**config.mk**
```make
export PLATFORM = sky130hd
export DESIGN_NAME = output_port_tx
export DESIGN_NICKNAME = d
export VERILOG_FILES = /design/src/rtl/output_port_tx.sv
export SDC_FILE = /design/constraint.sdc
export NUM_CORES = 1
export LEC_CHECK = 0
export BUFFER_PORTS_ARGS = -buffer_cell sky130_fd_sc_hd__buf_2
export CAP_MARGIN = 15
export CORE_MARGIN = 2
export CORE_UTILIZATION = 35
export CTS_CLUSTER_SIZE = 24
export DETAILED_ROUTE_END_ITERATION = 7
export PLACE_DENSITY_LB_ADDON = 0.15
export SLEW_MARGIN = 15
export SYNTH_ARGS = -nofsm -noshare
export SYNTH_HDL_FRONTEND = slang
export SYNTH_SLANG_ARGS = --single-unit
```
**constraint.sdc**
```tcl
create_clock -name clk -period 2.5 [get_ports clk]
set_input_delay 0.125 -clock clk [delete_from_list [all_inputs] [get_ports clk]]
set_output_delay 0.125 -clock clk [all_outputs]
set_load 0.02 [all_outputs]
```
**src/rtl/output_port_tx.sv**
```systemverilog
// output_port_tx: watches a 4-bit CPU output bus for changes, queues each new
// value in a 4-entry FIFO and sends it as a serial frame on tx. A frame is one
// start bit (0), four data bits LSB first, then one stop bit (1).
module output_port_tx #(
  parameter int CLKS_PER_BIT = 4,
  parameter int FIFO_DEPTH   = 4
) (
  input  logic       clk,
  input  logic       reset,
  input  logic [3:0] data_in,
  output logic       tx,
  output logic       busy,
  output logic [2:0] fifo_count,
  output logic       overflow
);

  typedef enum logic [1:0] {IDLE, START, DATA, STOP} state_t;

  localparam logic [7:0] BAUD_LAST = 8'(CLKS_PER_BIT - 1);
  localparam logic [2:0] FULL_CNT  = 3'(FIFO_DEPTH);

  state_t     state, state_nx;
  logic [7:0] baud, baud_nx;
  logic [1:0] bit_idx, bit_idx_nx;
  logic       tx_nx;
  logic       pop;

  logic [3:0] last_val;
  logic [3:0] mem [FIFO_DEPTH];
  logic [1:0] wr_ptr, rd_ptr;
  logic [3:0] shift;

  logic       capture, full, push, drop;

  // Capture decode: a change on the bus is queued when there is room. A full
  // FIFO still accepts it if the transmitter frees a slot on the same edge.
  always_comb begin
    capture = (data_in != last_val);
    full    = (fifo_count == FULL_CNT);
    push    = capture && (!full || pop);
    drop    = capture && full && !pop;
  end

  // Transmit FSM next-state, counters and line value. tx is registered from
  // this, so the line lags the state by one cycle and falls on the edge after
  // the pop.
  always_comb begin
    state_nx   = state;
    baud_nx    = baud;
    bit_idx_nx = bit_idx;
    tx_nx      = 1'b1;
    pop        = 1'b0;
    case (state)
      IDLE: begin
        if (fifo_count != 3'd0) begin
          pop      = 1'b1;
          baud_nx  = '0;
          state_nx = START;
        end
      end
      START: begin
        tx_nx = 1'b0;
        if (baud == BAUD_LAST) begin
          baud_nx    = '0;
          bit_idx_nx = '0;
          state_nx   = DATA;
        end else begin
          baud_nx = baud + 8'd1;
        end
      end
      DATA: begin
        tx_nx = shift[bit_idx];
        if (baud == BAUD_LAST) begin
          baud_nx = '0;
          if (bit_idx == 2'd3) begin
            state_nx = STOP;
          end else begin
            bit_idx_nx = bit_idx + 2'd1;
          end
        end else begin
          baud_nx = baud + 8'd1;
        end
      end
      STOP: begin
        tx_nx = 1'b1;
        if (baud == BAUD_LAST) begin
          baud_nx  = '0;
          state_nx = IDLE;
        end else begin
          baud_nx = baud + 8'd1;
        end
      end
      default: state_nx = IDLE;
    endcase
  end

  // FSM state, bit timing and registered line outputs.
  always_ff @(posedge clk) begin
    if (!reset) begin
      state   <= IDLE;
      baud    <= '0;
      bit_idx <= '0;
      tx      <= 1'b1;
      busy    <= 1'b0;
    end else begin
      state   <= state_nx;
      baud    <= baud_nx;
      bit_idx <= bit_idx_nx;
      tx      <= tx_nx;
      busy    <= (state != IDLE);
    end
  end

  // FIFO bookkeeping, change detector and the sticky drop flag.
  always_ff @(posedge clk) begin
    if (!reset) begin
      last_val   <= '0;
      wr_ptr     <= '0;
      rd_ptr     <= '0;
      fifo_count <= '0;
      overflow   <= 1'b0;
    end else begin
      if (capture) last_val <= data_in;
      if (push) wr_ptr <= wr_ptr + 2'd1;
      if (pop) rd_ptr <= rd_ptr + 2'd1;
      if (push && !pop) begin
        fifo_count <= fifo_count + 3'd1;
      end else if (pop && !push) begin
        fifo_count <= fifo_count - 3'd1;
      end
      if (drop) overflow <= 1'b1;
    end
  end

  // FIFO storage and transmit shift register; contents are only meaningful
  // while the pointers say so, so they carry no reset.
  always_ff @(posedge clk) begin
    if (push) mem[wr_ptr] <= data_in;
    if (pop) shift <= mem[rd_ptr];
  end

endmodule

```
Yosys cells after proc, flatten, opt, wreduce, memory -nomap -nowiden
Memory sizes are Yosys's and may differ from the RTL's. A register that Yosys moved wholly into a read port is not among the register bits.
Index checks and enable logic that the tools add are counted.
{ "classes": {"add_sub_neg": 6, "magnitude_cmp": 1, "n_reduce_logical": 17, "muxes": 21, "eq_ne": 13} }
{ "op_table": {"columns": ["cell", "count"], "rows": [
  ["$mux 8", 2],
  ["$pmux 8 s2", 1],
  ["$mux 2", 7],
  ["$ne 2x2->1 const B", 6],
  ["$add 8x1->8 const B", 1],
  ["$eq 8x2->1 const B", 1],
  ["$pmux 2 s4", 1],
  ["$add 2x1->2 const B", 3],
  ["$eq 2x2->1 const B", 3],
  ["$mux 3", 2],
  ["$reduce_bool 2->1", 3],
  ["$logic_and 1x1->1", 5],
  ["$mux 1", 5],
  ["$reduce_and 5->1", 1],
  ["$ne 4x4->1", 1],
  ["$pmux 2 s2", 1],
  ["$reduce_and 4->1", 1],
  ["$add 3x1->3 const B", 1],
  ["$eq 3x3->1 const B", 1],
  ["$logic_not 1->1", 3],
  ["$lt 2x3->1 const B", 1],
  ["$reduce_bool 3->1", 1],
  ["$reduce_or 3->1", 1],
  ["$sub 3x1->3 const B", 1],
  ["5 further kinds", 5]
]} }
{ "totals": {"inputBits": 6, "wordCells": 69, "reg_bits": 26, "ram_bits": 16, "output_inout_bits": 6, "memories": 1} }
{ "mem_list": {"columns": ["name", "depth", "width", "read_ports", "rd_clocked_by_memory_dff", "wr", "line", "text"], "rows": [
  ["mem", 4, 4, 1, 1, 1, "29", "logic [3:0] mem [FIFO_DEPTH];"]
]} }

Logic depth before layout (Yosys ltp)
{ "logic_depth": {"depth_word": 9, "mapped_depth": 10, "depth_no_buf": 10} }

Worst setup path before layout
No wires, ideal clock.
{ "synth_timing": {"kind": "register to register", "start": "reg fifo_count[0]", "end": "reg fifo_count[2]", "path_slack_ns": 0.169, "path_stages_with_launch": 9, "period_less_slack_ns": 2.331, "required_time_ns": 2.424, "path_buffers": 0, "setup_time_ns": 0.076, "arrival_time_ns": 2.255, "path_cell_list": "dfxtp_1 -> nor4b_1 -> a41oi_2 -> ha_1 -> inv_1 -> fa_1 -> xor2_1 -> or3_1 -> a21boi_0"} }
{ "synth_via": {"elab_chain_len": 8, "word_cells_on_any_way": 16, "cone_classes": "2 x add/sub; 1 x eq/ne; 4 x mux; 9 x reduce/logical"} }
{ "synth_rtl": {"columns": ["item", "line", "text"], "rows": [
  ["from (decl)", "13", "output logic [2:0] fifo_count,"],
  ["from (signal assigned)", "127", "fifo_count <= fifo_count + 3'd1;"],
  ["from (signal assigned)", "129", "fifo_count <= fifo_count - 3'd1;"],
  ["$reduce_bool 3->1", "55", "if (fifo_count != 3'd0) begin"],
  ["$mux 1", "55", null],
  ["$mux 1", "53", "case (state)"],
  ["$logic_or 1x1->1 (*)", "40", "push = capture && (!full || pop);"],
  ["$logic_and 1x1->1 (*)", "40", null],
  ["named net push", "33", "logic capture, full, push, drop;"],
  ["$logic_not 1->1", "128", "end else if (pop && !push) begin"],
  ["$logic_and 1x1->1", "128", null],
  ["$reduce_bool 2->1 (no source line)", null, null]
]} }
Mark *: on every way through the listed nets, which the timed path passes. The rest lies on a longest branch. The select of a mux whose other input is x is not followed.
A chain may end at the register's enable or synchronous reset.

Worst setup path in the final report
{ "layout_timing": {"start": "reg state[0]", "end": "reg fifo_count[2]"} }
{ "layout_via": {"elab_chain_len": 7, "word_cells_on_any_way": 10, "cone_classes": "2 x mux; 8 x reduce/logical"} }
{ "layout_rtl": {"columns": ["item", "line", "text"], "rows": [
  ["from (decl)", "22", "state_t state, state_nx;"],
  ["from (signal assigned)", "106", "state <= state_nx;"],
  ["$logic_not 2->1 (*)", "53", null],
  ["$mux 1 (*)", "53", null],
  ["$logic_or 1x1->1 (*)", "40", null],
  ["$logic_and 1x1->1 (*)", "40", null],
  ["named net push", "33", null],
  ["$logic_not 1->1", "128", null],
  ["$logic_and 1x1->1", "128", null],
  ["$reduce_bool 2->1 (no source line)", null, null]
]} }
Mark *: on every way through the listed nets, which the timed path passes. The rest lies on a longest branch.

==> flow_metrics.tcl <==
set metrics [dict create \
    fmax_mhz 436 \
    path_delay_family "adder cells" \
    grt_pass1_wl_um 5800 \
    drc 0 \
    cp_cell_sequence "inv_1, ha_2, nor4b_2, a41oi_2, ha_2, inv_1, fa_1, xor2_1, or3_1, a21boi_0" \
    wirelength_um 3420 \
    yosysWarnings 0 \
    die_w_um 81.2 \
    seq_area_frac_synth 0.538 \
    slowest_stage "fa_1" \
    reg2reg_to "fifo_count[2]$_SDFFE_PN0P_" \
    fin_area_mm2 0.00235 \
    final-hold-violation-count 0 \
    cts_buffers 5 \
    setup_viol 0 \
    dr_total_vias 1228 \
    startpoint_type "flop" \
    holdCritStartpoint "data_in[2]" \
    tightest_slew_ps 609 \
    cts_num_sinks 46 \
    crit_type "flop to flop" \
    root_buffer "clkbuf_8" \
    outcome "completed" \
    clock_skew_ps 8.54 \
    cts.hold.buffers_added 0 \
    drtIter0Drc 27 \
    grt.overflow.total 0 \
    antenna_found_initial 0 \
    arrival_ps 2520 \
    whs_ps 89.9 \
    critPathCaptureType "flop" \
    slew_viol_final 0 \
    min_to "mem[2][2]$_DFFE_PP_" \
    grt_max_degree 22 \
    slew-limit-headroom 0.591 \
    insertion_delay_ps 300 \
    clk_path_buf_depth 2 \
    ff2ff_path_depth 10 \
    period_share 0.918 \
    initial_core_util 0.356 \
    finalSetupTns_ps 0 \
    ant_nets 0 \
    cts_max_level 2 \
    die_h_um 81.2 \
    yosysUniqueCellTypes 38 \
    grt_pass1_vias 1217 \
    synth-seq-cells 46 \
    syn-num-nets 184 \
    dr.pass1.iters 4 \
    clk_pin_slew_ps 100 \
    synthCells 165 \
    powerDensity_mw_per_mm2 998 \
    crit_fanout 4 \
    io_buffers 11 \
    gp_congestion 0.698 \
    die_area_mm2 0.00659 \
    crit_buf_inv 2 \
    syn2layout_area_growth_pct 12.7 \
    period_needed_ps 2300 \
    r2r_slack_ps 200 \
    core_area_mm2 0.00585 \
    leakagePower_nw 0.838 \
    io-pin-count 12 \
    rr_startpoint "state[0]$_SDFFE_PN0P_" \
    viasPerCell 4.76 \
    cp.required_ps 2730 \
    finalPower_mw 2.34 \
    avgSynthCellArea_um2 12.6 \
    grt_use_total 0.118 \
    diodes 0 \
    cpPeakStageDelay_ps 370 \
    fill_cells 550 \
    min_delay_path_depth 1 \
    final_common_cell "dfxtp_1" \
    ir_worst_vdd_uv 530 \
    place_area_mm2 0.00224 \
    fin_nets 201 \
    syn_area_mm2 0.00208 \
    maxCapViolCount 0 \
    cts_tree "done" \
    hold_path_class "primary input to flop" \
    dp_hpwl_um 2580 \
    layout_common_cells "24 x dfxtp_1, 20 x edfxtp_1, 16 x nand2_1" \
    post_drt_wl_per_cell_um 13.2 \
    rows 28 \
    drive_above_1_share 0.213 \
]
## per-layer routing
metal	track usage	up-vias	wire length (um)
li1	-	613	-
met1	0.138	590	1470
met2	0.201	17	1740
met3	0.0333	8	117
met4	0.0508	0	91
met5	0	-	0
## power by group
| group | internal (mW) | switching, mW |
|---|---|---|
| Sequential | 0.980 | 0.102 |
| Clock | 0.208 | 0.277 |
| Combinational | 0.371 | 0.406 |
## state kept, by name, indices dropped and copies added (netlist names), 2 cells and up
signal	cells
shift	4
last_val	4
fifo_count	3
mem	16
baud	8
rd_ptr	2
state	2
bit_idx	2
wr_ptr	2
## cell usage after synthesis
library cell | number | area [um2]
or3_1 | 2 | 12.5
or4b_1 | 1 | 10.0
o211ai_1 | 1 | 7.51
clkbuf_1 | 3 | 11.3
mux2i_1 | 2 | 20.0
nor3_1 | 1 | 5.00
or2_0 | 1 | 6.26
ha_1 | 12 | 150
nor4b_4 | 2 | 47.6
fa_1 | 1 | 20.0
inv_1 | 7 | 26.3
a21boi_1 | 2 | 15.0
or3b_1 | 1 | 8.76
o2111ai_2 | 1 | 15.0
a21boi_0 | 1 | 7.51
mux4_2 | 5 | 113
a221oi_2 | 1 | 15.0
o31a_1 | 1 | 8.76
xnor2_1 | 13 | 114
nor4_1 | 1 | 6.26
nand2_1 | 16 | 60.1
xor2_1 | 3 | 26.3
nor2b_1 | 3 | 18.8
nor2_1 | 8 | 30.0
a21oi_1 | 3 | 15.0
nor4b_1 | 2 | 17.5
a2111o_1 | 1 | 11.3
and2_1 | 12 | 75.1
edfxtp_1 | 20 | 601
nor3_4 | 1 | 16.3
o21ai_0 | 2 | 10.0
o21ai_1 | 1 | 5.00
buf_2 | 1 | 5.00
nand4_1 | 2 | 12.5
o211a_1 | 1 | 10.0
nand3_1 | 3 | 15.0
dfxtp_1 | 26 | 521
a41oi_2 | 1 | 16.3
## worst max-delay path by stage
stage / from / endpoint / slack [ps] / cells past startpoint
after global placement: state[0]$_SDFFE_PN0P_ / fifo_count[2]$_SDFFE_PN0P_ / 230 / 10
after floorplan: fifo_count[0]$_SDFFE_PN0P_ / fifo_count[2]$_SDFFE_PN0P_ / 170 / 8
after global routing: state[0]$_SDFFE_PN0P_ / fifo_count[2]$_SDFFE_PN0P_ / -0.1 / 10
after detailed placement: state[0]$_SDFFE_PN0P_ / fifo_count[2]$_SDFFE_PN0P_ / 70 / 10
after CTS: state[0]$_SDFFE_PN0P_ / fifo_count[2]$_SDFFE_PN0P_ / 40 / 10
final: state[0]$_SDFFE_PN0P_ / fifo_count[2]$_SDFFE_PN0P_ / 200 / 10
## final cells by class
type,instances,area [um2],area share
Inverter,7,26.3,0.0112
Sequential cell,46,1120,0.478
Tap cell,75,93.8,0.0400
Clock buffer,5,68.8,0.0293
Timing Repair Buffer,14,77.6,0.0330
Clock inverter,3,26.3,0.0112
Multi-Input combinational cell,108,932,0.397
## logic make-up after synthesis
family | share of synthesized area
buf+inv | 0.0204
simple gates | 0.164
xor+xnor | 0.0672
compound gates | 0.0654
flops | 0.538
fa+ha+maj | 0.0816
mux | 0.0636
## timing repair
action / 4_1_cts / 5_1_grt
resized for setup: 0 / 6
buffers inserted: 0 / 0
setup endpoints to repair: 0 / 2
## metrics by stage
stage               instances  setup WS (ps)   util
CTS                       258           41.2  0.399
finish                    258            204  0.401
floorplan                 165            169      -
global route              258         -0.144  0.401
detailed placement        250           65.4  0.383
global placement          250            234  0.383
Note: power is estimated with default switching activity, not from simulation.
